$ cat config.mk
export PLATFORM = sky130hd
export DESIGN_NAME = u2s_tx_drain_flat
export DESIGN_NICKNAME = d
export VERILOG_FILES = /design/src/rtl/u2s_tx_drain_if.sv /design/src/rtl/u2s_tx_drain.sv /design/src/flat_wrapper.sv
export SDC_FILE = /design/constraint.sdc
export NUM_CORES = 1
export LEC_CHECK = 0
export BUFFER_PORTS_ARGS = -buffer_cell sky130_fd_sc_hd__buf_2
export CAP_MARGIN = 5
export CORE_UTILIZATION = 49
export DETAILED_ROUTE_END_ITERATION = 6
export GPL_TIMING_DRIVEN = 1
export PLACE_DENSITY = 0.68
export SETUP_SLACK_MARGIN = 0.05
export SLEW_MARGIN = 10
export SYNTH_ARGS = -nofsm -noshare
export SYNTH_HDL_FRONTEND = slang
export SYNTH_SLANG_ARGS = --single-unit
export TNS_END_PERCENT = 1
$ cat constraint.sdc
create_clock -name Clk -period 2.5 [get_ports Clk]
set_clock_uncertainty 0.1 [all_clocks]
set_input_delay 0.25 -clock Clk [delete_from_list [all_inputs] [get_ports Clk]]
set_output_delay 0.25 -clock Clk [all_outputs]
set_load 0.02 [all_outputs]
$ cat src/rtl/u2s_tx_drain_if.sv
// Bundle between the drain engine and its buffer RAM, writer and UART pin.
// master = drain engine, slave = RAM/writer/line side.
interface u2s_tx_drain_if;
    logic [9:0] Wr_Ptr;
    logic [9:0] Rd_Ptr;
    logic [8:0] RA;
    logic       RClk_En;
    logic [7:0] RD;
    logic       Tx_En;
    logic       Txd;
    logic       Tx_Busy;
    logic       Empty;

    modport master (
        input  Wr_Ptr, RD, Tx_En,
        output Rd_Ptr, RA, RClk_En, Txd, Tx_Busy, Empty
    );

    modport slave (
        output Wr_Ptr, RD, Tx_En,
        input  Rd_Ptr, RA, RClk_En, Txd, Tx_Busy, Empty
    );
endinterface

$ cat src/rtl/u2s_tx_drain.sv
// Read-side drain of the 512x8 transmit buffer: fetches bytes from the RAM
// and shifts them out as 8N1 UART frames, LSB first.
module u2s_tx_drain #(
    parameter int unsigned CLKS_PER_BIT = 104
) (
    input  logic Clk,
    input  logic Rst_n,
    u2s_tx_drain_if.master bus
);
    typedef enum logic [2:0] {
        IDLE,
        FETCH,
        LOAD,
        START,
        DATA,
        STOP
    } state_t;

    localparam logic [15:0] BAUD_LAST = 16'(CLKS_PER_BIT - 1);

    state_t      state;
    logic [9:0]  rd_ptr;
    logic [7:0]  shreg;
    logic [2:0]  bit_cnt;
    logic [15:0] baud_cnt;
    logic        txd;
    logic        busy;
    logic        rclk_en;
    logic        empty;
    logic        bit_end;
    logic        go;

    assign empty       = (bus.Wr_Ptr == rd_ptr);
    assign go          = bus.Tx_En && !empty;
    assign bit_end     = (baud_cnt == BAUD_LAST);
    assign bus.Empty   = empty;
    assign bus.Rd_Ptr  = rd_ptr;
    assign bus.RA      = rd_ptr[8:0];
    assign bus.RClk_En = rclk_en;
    assign bus.Txd     = txd;
    assign bus.Tx_Busy = busy;

    always_ff @(posedge Clk or negedge Rst_n) begin
        if (!Rst_n) begin
            state    <= IDLE;
            rd_ptr   <= '0;
            shreg    <= '0;
            bit_cnt  <= '0;
            baud_cnt <= '0;
            txd      <= 1'b1;
            busy     <= 1'b0;
            rclk_en  <= 1'b0;
        end else begin
            unique case (state)
                IDLE: begin
                    if (go) begin
                        state   <= FETCH;
                        rclk_en <= 1'b1;
                        busy    <= 1'b1;
                    end
                end
                FETCH: begin
                    state   <= LOAD;
                    rclk_en <= 1'b0;
                end
                LOAD: begin
                    shreg    <= bus.RD;
                    rd_ptr   <= rd_ptr + 10'd1;
                    txd      <= 1'b0;
                    baud_cnt <= '0;
                    state    <= START;
                end
                START: begin
                    if (bit_end) begin
                        baud_cnt <= '0;
                        bit_cnt  <= '0;
                        txd      <= shreg[0];
                        shreg    <= shreg >> 1;
                        state    <= DATA;
                    end else begin
                        baud_cnt <= baud_cnt + 16'd1;
                    end
                end
                DATA: begin
                    if (bit_end) begin
                        baud_cnt <= '0;
                        if (bit_cnt == 3'd7) begin
                            txd   <= 1'b1;
                            state <= STOP;
                        end else begin
                            bit_cnt <= bit_cnt + 3'd1;
                            txd     <= shreg[0];
                            shreg   <= shreg >> 1;
                        end
                    end else begin
                        baud_cnt <= baud_cnt + 16'd1;
                    end
                end
                STOP: begin
                    if (bit_end) begin
                        baud_cnt <= '0;
                        // Start decision re-evaluated here for back-to-back frames
                        if (go) begin
                            state   <= FETCH;
                            rclk_en <= 1'b1;
                        end else begin
                            state <= IDLE;
                            busy  <= 1'b0;
                        end
                    end else begin
                        baud_cnt <= baud_cnt + 16'd1;
                    end
                end
                default: begin
                    state   <= IDLE;
                    busy    <= 1'b0;
                    rclk_en <= 1'b0;
                    txd     <= 1'b1;
                end
            endcase
        end
    end
endmodule

$ cat src/flat_wrapper.sv
// flat-port wrapper written by rule: the top's interface ports become plain ports
module u2s_tx_drain_flat 
#(
    parameter int unsigned CLKS_PER_BIT = 104
)
  (Clk, Rst_n, bus_Wr_Ptr, bus_RD, bus_Tx_En, bus_Rd_Ptr, bus_RA, bus_RClk_En, bus_Txd, bus_Tx_Busy, bus_Empty);
  u2s_tx_drain_if bus_i ();
  input  logic Clk;
  input  logic Rst_n;
  input wire logic [$bits(bus_i.Wr_Ptr)-1:0] bus_Wr_Ptr;
  input wire logic [$bits(bus_i.RD)-1:0] bus_RD;
  input wire logic [$bits(bus_i.Tx_En)-1:0] bus_Tx_En;
  output wire logic [$bits(bus_i.Rd_Ptr)-1:0] bus_Rd_Ptr;
  output wire logic [$bits(bus_i.RA)-1:0] bus_RA;
  output wire logic [$bits(bus_i.RClk_En)-1:0] bus_RClk_En;
  output wire logic [$bits(bus_i.Txd)-1:0] bus_Txd;
  output wire logic [$bits(bus_i.Tx_Busy)-1:0] bus_Tx_Busy;
  output wire logic [$bits(bus_i.Empty)-1:0] bus_Empty;
  assign bus_i.Wr_Ptr = bus_Wr_Ptr;
  assign bus_i.RD = bus_RD;
  assign bus_i.Tx_En = bus_Tx_En;
  assign bus_Rd_Ptr = bus_i.Rd_Ptr;
  assign bus_RA = bus_i.RA;
  assign bus_RClk_En = bus_i.RClk_En;
  assign bus_Txd = bus_i.Txd;
  assign bus_Tx_Busy = bus_i.Tx_Busy;
  assign bus_Empty = bus_i.Empty;
  u2s_tx_drain #(.CLKS_PER_BIT(CLKS_PER_BIT)) u_core (.Clk(Clk), .Rst_n(Rst_n), .bus(bus_i));
endmodule
==> results.md <==
- HP Class: primary input to async pin
- Number of hold buffers added after CTS: 0
- Final setup violation count: 0
- Net Count, Synth: 273
- Failing checks: hold timing
- Ys async rst share: 100.0%
- Leakage: ~1.3 nW
- CP Capture Type: register
- TNS Setup: 0 ns
- Maximum vdd drop: ~0.33 mV
- Crit start category: register
- Clock sinks: 43
- Max-cap viol count: 0
- Via count: around 1900
- Worst slew margin: between 30% and 40%
- Sequential area share after synthesis: between 40 and 50%
- Mapped cell area: about 0.0025 sq mm
- Number of global-route vias before repair: approximately 1700
- I/O pins: 44
- CP required: between 2 and 3 ns
- # Post-CTS Setup Buffers: 0
- Synth warn: 0
- Tmin final: ~2.2 ns
- DRT antenna net count: 0
- DRT Pass-1 Iters: 4
- Crit Path Class: register to register
- Pre-CTS WS: approximately 0.33 ns
- Total Power: 1.203 mW
- Num rows: 25
- Total CTS buffers: 5
- Final hold slack: -0.00009104 ns
- Final Net Count: 310
- Core ar.: roughly 0.0048 sq mm
- Total grt overflow: 0
- RSZ-0062 raised after global routing: false
- Reg2reg setup slack: approximately 0.35 ns
- DRT iter0 DRCs: approximately 130
- Yosys reg bits: 43
- Share of cells above drive strength 1: between 20% and 30%
- Pwr Density: 435.9 mW/mm^2
- First-pass GRT wire length: 7707 um
- Slowest cell on crit path: and4b_1
- Hpwl dp: 3301 um
- Routed WL per cell: around 13 um
- Largest net degree at the start of global routing: 44
- Clk buf depth: 2
- Residual DRC: 0
- Worst-Margin Slew: between 0.9 and 1 ns
- Routability congestion estimate: around 0.81
- Crit path largest cell delay: between 0.5 and 0.6 ns
- Final Hold Viols: 1
- Clk_lat worst skew: 0.30 ns
- CP Cell Sequence: ha_1 > nand4_1 > and4b_1 > or2_1 > o21ai_1 > a22o_1
- GRT Total Usage: 18.75%
- TritonCTS clock tree: built
- Post-synthesis cell type count: between 40 and 50
- Worst R2R Start: u_core.baud_cnt[0]
- Main synth FF type: dfrtp_1
- Fmax: between 400 and 500 MHz
- Die H: roughly 73 um
- CP Buf/Inv Count: 0
- Cell with the most instances after synthesis: dfrtp_1
- Area leader, netlist: dfrtp_1
- Routed wire length: between 4000 and 5000 um
- Post-synth EDFFs: 0
- Post-CTS resize count: 0
- Pins Over Slew Limit: 0
- PortBufs: between 40 and 50
- CP Max Fanout: 10
- CP startpoint: u_core.baud_cnt[0]
- Antenna violations before repair: 0
- Most frequent cells after synthesis: dfrtp_1 (42), nand2_1 (21), xnor2_1 (17), nor2_1 (16)
- Worst setup margin: 0.3470 ns
- WP depth: 6
- RR Endpoint: u_core.baud_cnt[4]
- Synth top area cells: dfrtp_1 (42%), xnor2_1 (6.0%), mux2i_1 (4.0%)
- Syn Area/Cell: between 10 and 15 sq um
- Vias per cell: 5.503
- Utilization after layout: just under 60%
- Starting density of the core: between 50% and 60%
- Clk slew on worst S/H paths: about 0.08 ns
- ANT cells: 0
- Die Area: roughly 0.0054 sq mm
- Final period util: between 80% and 90%
- CTS root buffer: clkbuf_8
- DIE WIDTH: 73.16 um
- End of the critical path: u_core.baud_cnt[4]
- Delay-heaviest family, CP: simple AND/OR/NAND/NOR gates
- R2R depth: 6
- Yosys top cell area share: 42.36%
- P&R area growth vs syn: 11.20%
- Cells after Synth: between 200 and 250
- Status: finished, violations left
- H-tree depth: 2
- Critical Path AT: between 2 and 2.5 ns
cell families after synthesis:
logic type	count (synthesis)	synth area share (%)
AOI/OAI and AO/OA	58	17.30
xor gates and xnor gates	20	7.060
adders and majority gates	4	2.017
buffers and inverters	26	7.262
DFF	43	43.42
muxes	12	4.942
and+or+nand+nor	85	18.00
state kept, by name (all words and copies together), names as in the netlist:
name and count:
u_core.baud_cnt 16, u_core.bus.Rd_Ptr 10, u_core.shreg 8, u_core.bit_cnt 3, u_core.state 3, u_core.bus.RClk_En 1
u_core.bus.Tx_Busy 1, u_core.bus.Txd 1
placed cells by master, fill, tap and decap left out, types with 5 or more instances in the layout:
cell type and instances:
nor2_1 16, buf_2 43, and3_1 5, nand2_1 21, inv_1 7, o21ai_0 10
dfrtp_1 42, a21oi_1 14, mux2i_1 10, clkbuf_8 6, a22o_1 6, buf_4 6
nand4_1 7, nand3_1 14, xnor2_1 17
how the worst min path moves through the flow:
stage	start	endpoint	cells after the start
after global placement	Rst_n	u_core.baud_cnt[7]	1
after detailed placement	Rst_n	u_core.baud_cnt[7]	1
after floorplan	Rst_n	u_core.baud_cnt[0]	0
final	Rst_n	u_core.baud_cnt[14]	1
after global routing	bus_RD[7]	u_core.shreg[7]	3
after CTS	Rst_n	u_core.baud_cnt[14]	1
power by group:
part	total (mW)	switching, mW	internal (mW)
logic	0.0509	0.0282	0.0227
registers	0.706	0.00428	0.702
clock network	0.446	0.229	0.217
total	1.20	0.262	0.941
cell type report:
cell class              instances  area (sq um)
fillers                       432          2027
multi-input cells             179          1224
flip-flops and latches         43          1077
repair buffers                 49         260.3
well taps                      67         83.83
clock buffers                   6         82.58
inverters                       7         26.28
clock inverters                 1         5.005
routing by layer:
layer	global-route usage, %	wire (um)	vias up
met4	6.536	40	0
met1	25.91	2240	928
met5	0	0	-
met3	4.144	218	4
met2	29.01	2183	50
li1	-	-	955
per-stage QoR:
step                      area, sq um  cells
final                            2759    352
after global routing             2759    352
after CTS                        2759    352
after detailed placement         2671    345
after global placement           2671    345
after floorplan                  2481    248
Power figures use the tool's default switching activity.
